$ cat src/rtl/fft_reorder_if.sv
// ============================================================================
// Module      : fft_reorder_if
// Description : Stream interface for the FFT bit-reversal reorder block.
// Revision    : 1.0 - initial release
// ============================================================================
`default_nettype none

interface fft_reorder_if #(
  parameter int WIDTH = 9
);
  logic                    in_valid;
  logic                    in_sof;
  logic signed [WIDTH-1:0] inUp_re;
  logic signed [WIDTH-1:0] inUp_im;
  logic signed [WIDTH-1:0] inL_re;
  logic signed [WIDTH-1:0] inL_im;
  logic                    out_valid;
  logic                    out_sof;
  logic [3:0]              out_k;
  logic signed [WIDTH-1:0] outA_re;
  logic signed [WIDTH-1:0] outA_im;
  logic signed [WIDTH-1:0] outB_re;
  logic signed [WIDTH-1:0] outB_im;
  logic                    err_sof;

  modport master (
    output in_valid, in_sof, inUp_re, inUp_im, inL_re, inL_im,
    input  out_valid, out_sof, out_k, outA_re, outA_im, outB_re, outB_im, err_sof
  );

  modport slave (
    input  in_valid, in_sof, inUp_re, inUp_im, inL_re, inL_im,
    output out_valid, out_sof, out_k, outA_re, outA_im, outB_re, outB_im, err_sof
  );
endinterface

`default_nettype wire

$ cat src/rtl/fft_reorder.sv
// ============================================================================
// Module      : fft_reorder
// Description : Bit-reversed to natural order reorder for a 32-point FFT,
//               ping-pong banks, two bins per beat.
// Revision    : 1.0 - initial release
// ============================================================================
`default_nettype none

module fft_reorder #(
  parameter int WIDTH = 9
) (
  input  logic         clk,
  input  logic         rst_n,
  fft_reorder_if.slave bus
);

  localparam int ENTRY_W = 2 * WIDTH;

  // Both banks share one array; the top address bit is the bank select.
  logic [ENTRY_W-1:0] mem [0:63];

  logic [3:0] c;
  logic [3:0] k;
  logic       wr_bank;
  logic       rd_bank;
  logic       rd_active;

  logic [3:0]         c_eff;
  logic [4:0]         addr_up;
  logic [4:0]         addr_lo;
  logic               frame_done;
  logic [ENTRY_W-1:0] ent_a;
  logic [ENTRY_W-1:0] ent_b;

  always_comb begin
    c_eff      = bus.in_sof ? 4'd0 : c;
    // bitrev5 of 2c: bit 0 of 2c is zero, so the reversed MSB is always zero.
    addr_up    = {1'b0, c_eff[0], c_eff[1], c_eff[2], c_eff[3]};
    addr_lo    = addr_up | 5'd16;
    frame_done = bus.in_valid && (c_eff == 4'd15);
    ent_a      = mem[{rd_bank, k, 1'b0}];
    ent_b      = mem[{rd_bank, k, 1'b1}];
  end

  always_ff @(posedge clk) begin
    if (bus.in_valid) begin
      mem[{wr_bank, addr_up}] <= {bus.inUp_re, bus.inUp_im};
      mem[{wr_bank, addr_lo}] <= {bus.inL_re, bus.inL_im};
    end
  end

  always_ff @(posedge clk or negedge rst_n) begin
    if (!rst_n) begin
      c             <= 4'd0;
      k             <= 4'd0;
      wr_bank       <= 1'b0;
      rd_bank       <= 1'b0;
      rd_active     <= 1'b0;
      bus.err_sof   <= 1'b0;
      bus.out_valid <= 1'b0;
      bus.out_sof   <= 1'b0;
      bus.out_k     <= 4'd0;
      bus.outA_re   <= '0;
      bus.outA_im   <= '0;
      bus.outB_re   <= '0;
      bus.outB_im   <= '0;
    end else begin
      // A restart mid-frame keeps wr_bank, so the partial frame is overwritten.
      bus.err_sof <= bus.in_valid && bus.in_sof && (c != 4'd0);

      if (bus.in_valid) begin
        c <= c_eff + 4'd1;
        if (frame_done) begin
          wr_bank <= ~wr_bank;
        end
      end

      // A new frame can only complete on the last beat of the previous readout.
      if (frame_done) begin
        rd_active <= 1'b1;
        rd_bank   <= wr_bank;
        k         <= 4'd0;
      end else if (rd_active) begin
        k <= k + 4'd1;
        if (k == 4'd15) begin
          rd_active <= 1'b0;
        end
      end

      bus.out_valid <= rd_active;
      bus.out_sof   <= rd_active && (k == 4'd0);
      bus.out_k     <= rd_active ? k : 4'd0;
      bus.outA_re   <= rd_active ? ent_a[ENTRY_W-1:WIDTH] : '0;
      bus.outA_im   <= rd_active ? ent_a[WIDTH-1:0]       : '0;
      bus.outB_re   <= rd_active ? ent_b[ENTRY_W-1:WIDTH] : '0;
      bus.outB_im   <= rd_active ? ent_b[WIDTH-1:0]       : '0;
    end
  end

endmodule

`default_nettype wire
$ cat src/flat_wrapper.sv
// flat-port wrapper written by rule: the top's interface ports become plain ports
module fft_reorder_flat 
#(
  parameter int WIDTH = 9
)
  (clk, rst_n, bus_in_valid, bus_in_sof, bus_inUp_re, bus_inUp_im, bus_inL_re, bus_inL_im, bus_out_valid, bus_out_sof, bus_out_k, bus_outA_re, bus_outA_im, bus_outB_re, bus_outB_im, bus_err_sof);
  fft_reorder_if #(.WIDTH(WIDTH)) bus_i ();
  input  logic clk;
  input  logic rst_n;
  input wire logic [$bits(bus_i.in_valid)-1:0] bus_in_valid;
  input wire logic [$bits(bus_i.in_sof)-1:0] bus_in_sof;
  input wire logic [$bits(bus_i.inUp_re)-1:0] bus_inUp_re;
  input wire logic [$bits(bus_i.inUp_im)-1:0] bus_inUp_im;
  input wire logic [$bits(bus_i.inL_re)-1:0] bus_inL_re;
  input wire logic [$bits(bus_i.inL_im)-1:0] bus_inL_im;
  output wire logic [$bits(bus_i.out_valid)-1:0] bus_out_valid;
  output wire logic [$bits(bus_i.out_sof)-1:0] bus_out_sof;
  output wire logic [$bits(bus_i.out_k)-1:0] bus_out_k;
  output wire logic [$bits(bus_i.outA_re)-1:0] bus_outA_re;
  output wire logic [$bits(bus_i.outA_im)-1:0] bus_outA_im;
  output wire logic [$bits(bus_i.outB_re)-1:0] bus_outB_re;
  output wire logic [$bits(bus_i.outB_im)-1:0] bus_outB_im;
  output wire logic [$bits(bus_i.err_sof)-1:0] bus_err_sof;
  assign bus_i.in_valid = bus_in_valid;
  assign bus_i.in_sof = bus_in_sof;
  assign bus_i.inUp_re = bus_inUp_re;
  assign bus_i.inUp_im = bus_inUp_im;
  assign bus_i.inL_re = bus_inL_re;
  assign bus_i.inL_im = bus_inL_im;
  assign bus_out_valid = bus_i.out_valid;
  assign bus_out_sof = bus_i.out_sof;
  assign bus_out_k = bus_i.out_k;
  assign bus_outA_re = bus_i.outA_re;
  assign bus_outA_im = bus_i.outA_im;
  assign bus_outB_re = bus_i.outB_re;
  assign bus_outB_im = bus_i.outB_im;
  assign bus_err_sof = bus_i.err_sof;
  fft_reorder #(.WIDTH(WIDTH)) u_core (.clk(clk), .rst_n(rst_n), .bus(bus_i));
endmodule
$ cat config.mk
export PLATFORM = sky130hd
export DESIGN_NAME = fft_reorder_flat
export DESIGN_NICKNAME = d
export VERILOG_FILES = /design/src/rtl/fft_reorder_if.sv /design/src/rtl/fft_reorder.sv /design/src/flat_wrapper.sv
export SDC_FILE = /design/constraint.sdc
export NUM_CORES = 1
export LEC_CHECK = 0
export ABC_CLOCK_PERIOD_IN_PS = 4600
export CORE_UTILIZATION = 55
export CTS_CLUSTER_DIAMETER = 40
export CTS_CLUSTER_SIZE = 10
export DETAILED_ROUTE_END_ITERATION = 6
export PLACE_DENSITY = 0.7
export SYNTH_ARGS = -nofsm -noshare
export SYNTH_HDL_FRONTEND = slang
export SYNTH_SLANG_ARGS = --single-unit
export TNS_END_PERCENT = 5
$ cat constraint.sdc
create_clock -name clk -period 4.6 [get_ports clk]
set_clock_uncertainty 0.15 [all_clocks]
set_input_delay 0.92 -clock clk [delete_from_list [all_inputs] [get_ports clk]]
set_output_delay 0.92 -clock clk [all_outputs]
set_load 0.03 [all_outputs]
Yosys cells after proc, flatten, opt, wreduce, memory -nomap -nowiden
Memory sizes are Yosys's and may differ from the RTL's.
Index checks and enable logic that the tools add are counted.

operators by class
  add/sub/neg operators = 2
  equal/unequal tests = 2
  mux-type cells = 13
  bitwise operators = 1
  reductions and logical operators = 8

operators with widths
  cell                   count
  $mux W9                4
  $mux W4                4
  $add A4 B1 Y4 const B  2
  $eq A4 B4 Y1 const B   2
  $mux W1                5
  $logic_and A1 B1 Y1    4
  $logic_not A4 Y1       1
  $reduce_bool A4 Y1     1
  $reduce_and A2 Y1      1
  $reduce_bool A2 Y1     1
  $not A1 Y1             1

word-level totals
  bits in registers = 54
  memory bits (writable) = 1152
  input port bits = 40
  logic and storage cells = 40
  memories = 1

memories
  name        depth  width  rd ports  clocked after Yosys merged registers in  write ports  line               RTL
  u_core.mem  64     18     2         0                                        2            fft_reorder.sv:20  logic [ENTRY_W-1:0] mem [0:63];

Longest topological paths before layout
  depth in word-level cells = 4
  gate-level depth with buffers = 9
  mapped depth without buffers = 4

Least setup slack after synthesis
OpenSTA, ideal clock, no wires.

  path kind = input -> register
  from = in bus_in_sof
  to = mem u_core.mem[15][0] (netlist bit), enable pin
  arrival = 3.959 ns
  data required time = 3.976 ns
  slack = 0.017 ns
  stages = 4
  buffers on the path = 1
  path through = clkbuf_1 > nor2b_1 > nand3_1 > nor3_1

RTL lines
  what         line                RTL
  from (decl)  flat_wrapper.sv:11  input wire logic [$bits(bus_i.in_sof)-1:0] bus_in_sof;
  to (decl)    fft_reorder.sv:20

Worst setup path in the final report
  from = reg u_core.k[0]
  to = reg u_core.bus.outA_im[4]

between the ends
  cells in the longest elaborated chain, start to end = 2

RTL lines
  what                    line                  RTL
  from (decl)             fft_reorder.sv:23     logic [3:0] k;
  from (signal assigned)  fft_reorder.sv:84     k <= k + 4'd1;
  $mem_v2 Z64 W18         -
  $mux W9                 fft_reorder.sv:94     bus.outA_im <= rd_active ? ent_a[WIDTH-1:0] : '0;
  to (signal assigned)    fft_reorder.sv:94
  to (decl)               fft_reorder_if.sv:33  output out_valid, out_sof, out_k, outA_re, outA_im, outB_re, outB_im, err_sof

Every way passes these cells.
A chain may end at the register's enable or synchronous reset.

==> flow_metrics.tcl <==
set metrics [dict create \
    clock_latency_ps 740 \
    antenna_cells 0 \
    die_area_sq_um 85100 \
    status "completed" \
    dieHeight_microns 292 \
    synth_area_leaders "edfxtp_1, mux4_2, dfrtp_1, mux2i_1, mux4_1" \
    drtIter0Drc 2710 \
    synth_flop_cell "edfxtp_1" \
    hold_viol 0 \
    fin_setup_tns_ps 0 \
    path_cells "buf_4, mux4_2, mux2_2, a21oi_1, a221oi_2" \
    worstPathRequired_ps 5030 \
    synth_common_cells "edfxtp_1, mux4_2, mux2i_1" \
    htreeDepth 4 \
    synth_top_cell_by_area "edfxtp_1" \
    clockBufferDepth 3 \
    worst-path-buf-inv 1 \
    fin_crit_ps 3410 \
    async_flop_share 0.0448 \
    gp_congestion 0.847 \
    grt_pass1_vias 23400 \
    drv_cap 0 \
    grt.overflow.total 0 \
    final_nets 2333 \
    drc 0 \
    port_buffers 82 \
    area_delta_synth_final_pct 15.3 \
    fmax_mhz 293 \
    core_sq_um 82500 \
    critical_path.max_stage_delay_ps 890 \
    tritoncts.num_buffers 149 \
    end_kind "flip-flop" \
    firstDrtPassIters 5 \
    worstMarginPinSlew_ps 1080 \
    finalCritPeriodShare 0.742 \
    postCtsSetupRepairBufs 0 \
    ys_warn_count 0 \
    leakagePower_uw 0.0178 \
    maxSlewHeadroom 0.280 \
    rsz0062_at_grt "no" \
    cp-start-kind "flip-flop" \
    grt_pass1_wl_microns 164000 \
    slew_violations 0 \
    cp.arrival_ps 3840 \
    layout-drive-gt1-share 0.253 \
    cts_tree "done" \
    rows 105 \
    cts_sinks 1206 \
    yosysSeqAreaShare 0.779 \
    ctsResizeCount 0 \
    fp.dieW_microns 292 \
    vias 22900 \
    power_uw 29600 \
    fin_cells 3476 \
    cts_hold_buffers 0 \
    synth_cell_types 53 \
    avgSynthCellArea_sq_um 22.2 \
    crit_family "flip-flops" \
    synth_cells 2076 \
    ys_seq_elements 1206 \
    synth_edf_count 1152 \
    wirelength_microns 113000 \
    critPathSlowestCell "dfrtp_4" \
    path_clk_slew_ps 60 \
    synth_most_common_cell "edfxtp_1" \
    ios 83 \
    avgViaCountPerCell 6.58 \
    grt_max_degree 55 \
    track_usage 0.273 \
    wl_per_cell_microns 32.6 \
    netlist_area_sq_um 46200 \
    place_inst 3210 \
    cp_max_fo 45 \
    antenna_found_initial 3 \
    yosysTopAreaCellShare 0.749 \
    hpwl_microns 64100 \
    syn_nets 2118 \
    irDropWorstVdd_mv 0.336 \
    clock-root-buffer "clkbuf_16" \
    initial_core_util 0.560 \
    setup_viol 0 \
    hp-class "input pin to asynchronous set/reset pin" \
    path_class "flip-flop to flip-flop" \
    ant_nets 0 \
    power.density_nw_per_um2 557 \
]
## cells in the final DEF, fill, tap and decap left out, drive strengths merged, types with 2 or more instances in the layout
cell type / n
o21ai: 28
nand3: 6
a2111oi: 6
o221ai: 22
a311oi: 4
mux4: 236
xor2: 3
a21oi: 45
o22ai: 3
a22oi: 29
dfrtp: 54
a221oi: 50
or3b: 2
nor3b: 2
a221o: 3
nor3: 2
nor2b: 8
inv: 8
ha: 2
bufinv: 3
nor2: 50
clkinv: 27
edfxtp: 1152
mux2: 28
clkbuf: 228
mux2i: 134
clkdlybuf4s50: 68
buf: 113
clkinvlp: 7
o2111a: 9
and2: 12
o31ai: 3
nand2: 49
nand2b: 2
## logic make-up after synthesis
family	share of synthesized area
and+or+nand+nor	0.0130
buffers and inverters	0.0193
DFF	0.779
adders and majority gates	0.000542
AOI/OAI and AO/OA	0.0352
xor gates and xnor gates	0.000759
muxes	0.152
## worst reg2reg max path, delay by kind of cell (launching register included)
family / cells / cell delay (ps)
muxes: 2 / 930
DFF: 1 / 890
buffers and inverters: 1 / 760
AOI/OAI and AO/OA: 2 / 520
## routing by layer
metal / global-route usage / share of wire / vias to the layer above
met2: 0.435 / 0.49 / 1418
met1: 0.379 / 0.38 / 12100
li1: - / - / 9205
met4: 0.0935 / 0.029 / 0
met3: 0.0566 / 0.096 / 193
met5: 0 / 0 / -
## final timing paths
check | from | endpoint | slack, ps | cells after the start
setup / recovery | u_core.k[0] | u_core.bus.outA_im[4] | 1190 | 5
max in group asynchronous | rst_n | u_core.k[3] | 3250 | 1
setup reg to reg | u_core.k[0] | u_core.bus.outA_im[4] | 1190 | 5
min in group clk | u_core.c[1] | u_core.c[1] | 460 | 1
hold / removal | rst_n | u_core.bus.outA_re[1] | 230 | 1
hold reg to reg | u_core.c[1] | u_core.c[1] | 460 | 1
## through the flow
stage | worst slack [ps] | hold slack, ps | cell area [sq um] | utilization
after detailed placement | 922 | 444 | 48600 | 0.589
after CTS | 1160 | 198 | 53200 | 0.645
after global placement | 1030 | 427 | 48600 | 0.589
after floorplan | 16.9 | 235 | 46200 | -
final | 1190 | 226 | 53200 | 0.645
after global routing | 1010 | 248 | 53200 | 0.645
## final cells by class
class	count	area [sq um]
flip-flops and latches	1206	36000
clock inverters	38	533
fillers	5313	29300
clock buffers	228	4110
inverters	7	26.3
multi-input cells	746	9560
well taps	1070	1340
repair buffers	181	1720
## power breakdown
| part | switching (uW) | leakage (uW) | internal (uW) |
|---|---|---|---|
| registers | 430 | 0.0111 | 12300 |
| logic | 3450 | 0.00445 | 2670 |
| clock network | 4440 | 0.00220 | 6390 |
## registers in the layout (all words and copies together), names as in the netlist
name,count
u_core.bus.out_sof,1
u_core.wr_bank,1
u_core.bus.outB_re,9
u_core.c,4
u_core.bus.err_sof,1
u_core.bus.outB_im,9
u_core.bus.outA_im,9
u_core.rd_active,1
u_core.bus.outA_re,9
u_core.k,4
u_core.bus.out_valid,1
u_core.rd_bank,1
u_core.bus.out_k,4
u_core.mem,1152
(Power assumes the default switching activity.)
==> patch, RTL diff (same settings) <==
Make the reset (`rst_n`) synchronous in one clocked block.
--- a/src/rtl/fft_reorder.sv
+++ b/src/rtl/fft_reorder.sv
@@ -49,7 +49,7 @@
     end
   end
 
-  always_ff @(posedge clk or negedge rst_n) begin
+  always_ff @(posedge clk) begin
     if (!rst_n) begin
       c             <= 4'd0;
       k             <= 4'd0;
Function: differs if rst_n is asserted again (counterexample within 4 cycles, from zero or initial values and one cycle with rst_n low); with rst_n held inactive, the same outputs for 4 cycles.
==> patch against the unedited design <==
Setup slack better by 0.30 ns; sequential cell count is the same; core utilization is 0.10 points lower; cell count is 0.58% higher; sequential share of layout area fell by 0.29 points; synthesized area down 0.46%; die area decreased by 0.45%; wire length shrank 2.0%; design area fell by 0.32%; largest cell class unchanged.
Power is not compared: it rests on default switching activity, and its combinational part moved more than twofold at a synthesized area within 25%.
==> patch: results (changes against the unedited design) <==
| Metric | Value |
|---|---|
| Setup bufs post-CTS | `0 (unchanged)` |
| Met3 GRT Util | `0.0502 (was 0.0566)` |
| GRT Util Overall | `0.266 (was 0.273)` |
| Register area share after synthesis | `0.776 (was 0.779)` |
| Largest register FFs | `1152 (unchanged)` |
| CP max stage cell | `clkdlybuf4s50_1 (was dfrtp_4)` |
| Origin of the critical flop-to-flop path | `u_core.k[2] (was u_core.k[0])` |
| CP Launch Point | `u_core.bus.outA_re[1] (was u_core.k[0])` |
| Status | `finished clean (unchanged)` |
| Initial antenna violation count | `7 (was 3)` |
| GPL Wtd Cong | `0.829 (was 0.847)` |
| Met2 Use GR | `0.422 (was 0.435)` |
| Port bufs | `82 (unchanged)` |
| Slowest stage delay, CP | `0.76 ns (was 0.89 ns)` |
| Final min period | `3.11 ns (was 3.41 ns)` |
| WL per Instance | `31.7 um (was 32.6 um)` |
| Final nets | `2369 (was 2333)` |
| Slew @ Worst Pin | `1.21 ns (was 1.08 ns)` |
| Total CTS buffers | `152 (was 149)` |
| Worst Path Arrival | `2.04 ns (was 3.84 ns)` |
| R2r setup slk | `1.52 ns (was 1.19 ns)` |
| Syn_nets | `2165 (was 2118)` |
| Clk pin slew, worst setup/hold paths | `0.05 ns` |
| Synth cell types | `46 (was 53)` |
| Largest net degree at the start of global routing | `105 (was 55)` |
| Cell family contributing the most delay on the critical path | `buffers and inverters (was flip-flops)` |
| HP Class | `flip-flop to flip-flop (was primary input to asynchronous set/reset pin)` |
| Fillers | `5227 (was 5313)` |
| Hpwl dp | `63400 um (was 64100 um)` |
| Layout cell share with drive strength beyond 1 | `0.264 (was 0.253)` |
| CP endpoint | `bus_outA_re[1] (was u_core.bus.outA_im[4])` |
| R2r endpoint | `u_core.bus.outB_re[1] (was u_core.bus.outA_im[4])` |
| Post-synth top cells | `1152 x edfxtp_1, 222 x mux4_2, 141 x mux2i_1 (was 1152 x edfxtp_1, 218 x mux4_2, 134 x mux2i_1)` |
| Dpl ws | `0.903 ns (was 0.922 ns)` |
| First-pass GRT wire length | `160000 um (was 164000 um)` |
| Crit path max fanout | `1 (was 45)` |
| Post-synth EDFFs | `1152 (unchanged)` |
| Async SR Flop Fraction | `0 (was 0.0448)` |
| Met1 GRT Util | `0.384 (was 0.379)` |
| Drt via density | `6.52 (was 6.58)` |
| Top post-synthesis cells by area | `edfxtp_1 75%, mux4_2 11%, mux2i_1 3.1% (was edfxtp_1 75%, mux4_2 11%, dfrtp_1 2.9%)` |
| Vias in the first global route | `23.1k (was 23.4k)` |
| DR iter-0 viols | `2873 (was 2710)` |
-- patch: cell types whose count changed after synthesis, sizes merged, moves of 16 or more --
| cell | before | now |
|---|---|---|
| o221ai | 22 | 0 |
| dfxtp | 0 | 54 |
| mux2 | 28 | 56 |
| or2 | 0 | 22 |
| a211oi | 1 | 49 |
| a21oi | 45 | 19 |
| dfrtp | 54 | 0 |
| nor2b | 8 | 24 |
| a221oi | 50 | 18 |
| nand2 | 49 | 30 |
| o22ai | 3 | 49 |
-- patch: metrics by stage --
step | instances | instance area, um^2 | utilization
floorplan | 2123 | 46000 | -
global placement | 3243 | 48300 | 0.586
detailed placement | 3243 | 48300 | 0.586
CTS | 3496 | 53100 | 0.644
global route | 3496 | 53100 | 0.644
finish | 3496 | 53100 | 0.644
-- patch: worst min path at each step --
stage | endpoint | depth (start not counted) | slack (ns) | from
after global placement | u_core.c[0] | 1 | 0.41 | u_core.c[0]
final | u_core.c[0] | 1 | 0.48 | u_core.c[0]
after global routing | u_core.c[0] | 1 | 0.52 | u_core.c[0]
after floorplan | u_core.bus.err_sof | 2 | 0.32 | u_core.c[0]
after CTS | u_core.c[0] | 1 | 0.47 | u_core.c[0]
after detailed placement | u_core.c[0] | 1 | 0.46 | u_core.c[0]
-- patch: area by class of cell --
type	instances	area, um^2	area share
inverter	5	18.8	0.000354
timing repair buffer	171	1570	0.0296
multi-input combinational	791	9660	0.182
clock inverter	46	693	0.0131
sequential	1206	35700	0.672
tap	1070	1340	0.0252
clock buffer	207	4100	0.0773
-- patch: logic make-up after synthesis --
logic type      share of synthesized area
flops                               0.776
fa+ha+maj                        0.000545
xor+xnor                         0.000572
mux                                 0.153
compound gates                     0.0335
buf+inv                            0.0188
simple gates                       0.0170
-- patch: power groups by stage --
stage / Combinational [W] / Sequential (W) / Clock, W
floorplan: 0.0000561 / 0.0123 / 0
global placement: 0.000321 / 0.0123 / 0
detailed placement: 0.000337 / 0.0123 / 0
CTS: 0.000336 / 0.0121 / 0.0114
global route: 0.000350 / 0.0121 / 0.0119
finish: 0.000337 / 0.0121 / 0.0113
-- patch: per-layer routing --
layer / part of all wire / vias to the layer above
met2: 0.49 / 1227
met3: 0.089 / 156
met1: 0.40 / 12100
li1: - / 9304
met4: 0.019 / 4
met5: 0.00019 / -
